[src/rtl/sram_ctrl.sv]
// sram_ctrl: single-port SRAM access controller.
// The host issues one request at a time (req/we/addr/wdata) while rdy=1.
// The controller then sequences the active-low SRAM strobes through
// SETUP -> ACCESS (TACC cycles) -> HOLD -> DONE and pulses ack for one cycle.
// Optional feature, enabled by defining SRAM_CTRL_WVERIFY_EN: after a write,
// the same location is read back (VACC/VHOLD), and err flags a data mismatch.
// All outputs are registered and are derived from the state being entered.
`timescale 1ns/1ps

module sram_ctrl #(
    parameter int TACC = 2
) (
    input  logic       clock,
    input  logic       reset,
    input  logic       req,
    input  logic       we,
    input  logic [4:0] addr,
    input  logic [3:0] wdata,
    output logic       rdy,
    output logic       ack,
    output logic [3:0] rdata,
    output logic       err,
    output logic       s_,
    output logic       mr_,
    output logic       mw_,
    output logic [4:0] mem_addr,
    output logic [3:0] mem_din,
    input  logic [3:0] mem_dout
);

    typedef enum logic [2:0] {
        IDLE, SETUP, ACCESS, HOLD, VACC, VHOLD, DONE
    } state_t;

    // Strobe-phase counter load value: the counter runs TACC-1 down to 0.
    localparam logic [3:0] CNT_LOAD = 4'(TACC - 1);

    state_t     state;
    state_t     next_state;
    logic       op_we;
    logic [3:0] cnt;
    logic       cnt_done;
    logic       accept;

    assign cnt_done = (cnt == 4'd0);
    assign accept   = (state == IDLE) && req;

    // Next-state logic.
    always_comb begin
        // NOTE: default assigned first so every path drives next_state and no latch is inferred.
        next_state = state;
        case (state)
            IDLE:   if (req) next_state = SETUP;
            SETUP:  next_state = ACCESS;
            ACCESS: if (cnt_done) next_state = HOLD;
`ifdef SRAM_CTRL_WVERIFY_EN
            HOLD:   next_state = op_we ? VACC : DONE;
            VACC:   if (cnt_done) next_state = VHOLD;
            VHOLD:  next_state = DONE;
`else
            HOLD:   next_state = DONE;
            VACC:   next_state = IDLE;
            VHOLD:  next_state = IDLE;
`endif
            DONE:   next_state = IDLE;
            default: next_state = IDLE;
        endcase
    end

    // State register; reset abandons any access in progress.
    always_ff @(posedge clock) begin
        // NOTE: non-blocking assignments for all sequential state so every register samples pre-edge values.
        if (reset) state <= IDLE;
        else       state <= next_state;
    end

    // Request latch, strobe counter, read capture and registered strobes.
    always_ff @(posedge clock) begin
        if (reset) begin
            op_we    <= 1'b0;
            cnt      <= 4'd0;
            mem_addr <= 5'd0;
            mem_din  <= 4'd0;
            rdata    <= 4'd0;
            s_       <= 1'b1;
            mr_      <= 1'b1;
            mw_      <= 1'b1;
            ack      <= 1'b0;
            rdy      <= 1'b1;
        end else begin
            // Address/data only move on acceptance, while s_ is still high.
            if (accept) begin
                op_we    <= we;
                mem_addr <= addr;
                mem_din  <= wdata;
            end

            if ((next_state != state) && (next_state == ACCESS || next_state == VACC))
                cnt <= CNT_LOAD;
            else if (!cnt_done)
                cnt <= cnt - 4'd1;

            if (state == ACCESS && next_state == HOLD && !op_we)
                rdata <= mem_dout;

            // Strobes follow the state being entered, so they line up with it.
            s_  <= (next_state == IDLE) || (next_state == DONE);
            mr_ <= !((next_state == ACCESS && !op_we) || next_state == VACC);
            mw_ <= !(next_state == ACCESS && op_we);
            ack <= (next_state == DONE);
            rdy <= (next_state == IDLE);
        end
    end

`ifdef SRAM_CTRL_WVERIFY_EN
    // Write-verify result: cleared on acceptance, set when read-back differs.
    always_ff @(posedge clock) begin
        if (reset)
            err <= 1'b0;
        else if (accept)
            err <= 1'b0;
        else if (state == VACC && next_state == VHOLD)
            err <= (mem_dout != mem_din);
    end
`else
    // Without write-verify there is nothing to flag.
    assign err = 1'b0;
`endif

endmodule

[config.mk]
export PLATFORM = sky130hd
export DESIGN_NAME = sram_ctrl
export DESIGN_NICKNAME = d
export VERILOG_FILES = /design/src/rtl/sram_ctrl.sv
export SDC_FILE = /design/constraint.sdc
export NUM_CORES = 1
export LEC_CHECK = 0
export ABC_CLOCK_PERIOD_IN_PS = 2700
export BUFFER_PORTS_ARGS = -buffer_cell sky130_fd_sc_hd__clkbuf_2
export CORE_ASPECT_RATIO = 1.4
export CORE_MARGIN = 2
export CORE_UTILIZATION = 51
export CTS_CLUSTER_SIZE = 12
export DETAILED_ROUTE_END_ITERATION = 10
export PLACE_DENSITY = 0.85
export SLEW_MARGIN = 30
export SYNTH_ARGS = -nofsm -noshare
export SYNTH_HDL_FRONTEND = slang
export SYNTH_SLANG_ARGS = --single-unit
[constraint.sdc]
create_clock -name clock -period 2.7 [get_ports clock]
set_input_delay 0.135 -clock clock [delete_from_list [all_inputs] [get_ports clock]]
set_output_delay 0.135 -clock clock [all_outputs]
set_load 0.02 [all_outputs]
==> impl_metrics.env <==
export IMPL_wl_per_cell_um=11.8
export IMPL_antennaDiodeCount=0
export IMPL_crit_slowest_cell="or3b_4"
export IMPL_drc=0
export IMPL_fillers=165
export IMPL_worstHoldEndpoint="mem_addr[2]"
export IMPL_wl_met1_um=736
export IMPL_status="complete, no violations"
export IMPL_finalClockSkew_ns=0.00214
export IMPL_cellLeakagePower_nw=0.537
export IMPL_firstDrtPassIters=4
export IMPL_rows=19
export IMPL_fp_dieW_um=41.9
export IMPL_cts_tree="built"
export IMPL_seqPwrFrac_pct=46.1
export IMPL_track_usage_pct=17.4
export IMPL_fin_setup_tns_ns=0
export IMPL_grt_first_pass_wirelength_um=3260
export IMPL_syn_area_um2=1030
export IMPL_grt_ovfl_total=0
export IMPL_r2r_start="cnt[0]"
export IMPL_setup_violations=0
export IMPL_core_area_um2=1930
export IMPL_placed_area_um2=1190
export IMPL_dieArea_um2=2390
export IMPL_total_power_mw=1.04
export IMPL_cp_max_fo=5
export IMPL_final_common_cell="clkbuf_2"
export IMPL_wl_met2_um=1080
export IMPL_slew_headroom_pct=63.3
export IMPL_grt_max_degree=25
export IMPL_ctsResizeCount=0
export IMPL_top_layer_used="met4"
export IMPL_min_path_cells=3
export IMPL_place_inst=159
export IMPL_finalNetCount=161
export IMPL_synth_edf_count=0
export IMPL_syn_nets=129
export IMPL_numCtsBuffers=3
export IMPL_instances_no_fill=163
export IMPL_synth_cells=111
export IMPL_layout_worst_path_cycle_share_pct=64.8
export IMPL_worst_r2r_cell_count=5
export IMPL_syn_avg_cell_area_um2=9.24
export IMPL_finalWirelength_um=1920
export IMPL_clk_latency_ns=0.32
export IMPL_synth_distinct_cells=27
export IMPL_place_gp_congestion=0.776
export IMPL_crit_required_ns=2.96
export IMPL_switching_share_pct=30.7
export IMPL_ios=36
export IMPL_synth_seq_cells=26
export IMPL_switching_power_mw=0.318
export IMPL_ctsHoldBuffers=0
export IMPL_fmaxAchievable_mhz=571
export IMPL_ys_flop_type="dfxtp_1"
export IMPL_p_per_area_nw_per_um2=834
export IMPL_die_height_um=57.1
export IMPL_grt_pass1_vias=802
export IMPL_critPathBufInv=1
export IMPL_crit_type="flip-flop to flip-flop"
export IMPL_synth_largest_area_cell="dfxtp_1"
export IMPL_holdCritPathClass="primary input to flip-flop"
export IMPL_drive_gt1_share_pct=29.6
export IMPL_yosysTopAreaCellShare_pct=50.7
export IMPL_seq_area_frac_synth_pct=50.7
export IMPL_num_vias=852
export IMPL_p_clk_share_pct=25.3
export IMPL_startpoint="cnt[0]"
export IMPL_layout_common_cells="34 x clkbuf_2, 26 x dfxtp_1, 21 x nand2_1"
export IMPL_routed_wl_met3_um=80
export IMPL_worst_pin_slew_ns=0.549
export IMPL_dp_hpwl_um=1450
export IMPL_start_kind="flip-flop"
export IMPL_antenna_found_initial=0
export IMPL_clk_pin_slew_ns=0.13
export IMPL_rsz0062_at_grt="no"
export IMPL_critPathMaxStageDelay_ns=0.43
export IMPL_drv_slew=0
export IMPL_min_delay_start="addr[2]"
export IMPL_rrSetupSlack_ns=0.95
export IMPL_crit_family="simple AND/OR/NAND/NOR gates"
export IMPL_vdd_ir_drop_worst_mv=0.555
export IMPL_viasPerCell=5.23
export IMPL_crit_chain="inv_1, ha_1, or3b_4, nor4_4, mux2i_1"
export IMPL_p_comb_share_pct=28.6
export IMPL_drtAntennaViolNets=0
export IMPL_hold_violations=0
export IMPL_ys_warn_count=0
export IMPL_clkSinkCount=26
export IMPL_root_buffer="clkbuf_4"
export IMPL_io_buffer_count=34
export IMPL_p_int_mw=0.719
export IMPL_worst_hold_slack_ns=0.0146
export IMPL_synth_area_leaders="dfxtp_1 51%, nand2b_1 7.9%, nand2_1 7.7%, a21oi_1 6.3%, mux2i_1 4.9%"
export IMPL_fin_crit_ns=1.75
export IMPL_timing_rr_end="rdata[2]"
export IMPL_area_growth_pct=21.2
export IMPL_clockBufferDepth=2
export IMPL_initial_core_util_pct=53.3
export IMPL_cp_arrival_ns=2.01
export IMPL_cts_setup_buffers=0
export IMPL_htree_levels=1
export IMPL_synthArstFlopShare_pct=0
export IMPL_end_kind="flip-flop"
export IMPL_cap_violations=0
export IMPL_final_area_um2=1240
export IMPL_drt_iter0_markers=19
## flip-flops by register name (all words and copies together) (netlist names)
name      flops
ack           1
cnt           4
mem_addr      5
mem_din       4
mr_           1
mw_           1
op_we         1
rdata         4
rdy           1
s_            1
state         3
## logic make-up after synthesis
group | share of synthesized area [%]
fa+ha+maj | 1.22
mux | 4.88
other cells | 0.366
xor+xnor | 0.854
buf+inv | 3.78
simple gates | 29.1
compound gates | 9.02
flops | 50.7
## area by class of cell
cell class | count | area (µm²) | area share [%]
Timing Repair Buffer | 34 | 170 | 13.7
Tap cell | 21 | 26.3 | 2.11
Multi-Input combinational cell | 76 | 467 | 37.5
Clock inverter | 1 | 30.0 | 2.41
Inverter | 2 | 7.51 | 0.604
Clock buffer | 3 | 22.5 | 1.81
Sequential cell | 26 | 520 | 41.9
## stage by stage
stage / setup WS (ns) / utilization [%]
global placement: 1.06 / 61.9
floorplan: 1.11 / -
finish: 0.950 / 64.6
detailed placement: 0.996 / 61.9
global route: 0.840 / 64.6
CTS: 0.940 / 64.6
## worst reg2reg max path, cell delays in order (launching register included)
cell,delay [ns]
dfxtp_1,0.33
inv_1,0.09
ha_1,0.22
or3b_4,0.43
nor4_4,0.39
mux2i_1,0.23
## power by group through the flow
stage	registers [mW]	clock network [mW]	logic [mW]
2_1_floorplan	0.499	0	0.209
3_3_place_gp	0.482	0	0.281
3_5_place_dp	0.486	0	0.294
4_1_cts	0.478	0.265	0.300
5_1_grt	0.485	0.281	0.327
6_report	0.478	0.263	0.296
## worst max-delay path by stage
stage	end	cells after the start
finish	rdata[2]	5
global route	rdata[2]	5
global placement	rdata[3]	5
floorplan	rdata[0]	5
detailed placement	rdata[2]	5
CTS	rdata[2]	5
## Yosys cell counts (2+ instances only)
library cell,instances
a21oi_1,13
clkbuf_1,5
dfxtp_1,26
inv_1,2
mux2i_1,5
nand2_1,21
nand2b_1,13
nand3b_1,2
nor2_1,4
nor3_1,3
## metal layers
metal,vias up,track usage [%]
met2,21,34.4
met1,400,17.6
met3,2,1.90
met4,0,8.29
li1,429,-
met5,-,0
Note: power is estimated with default switching activity, not from simulation.
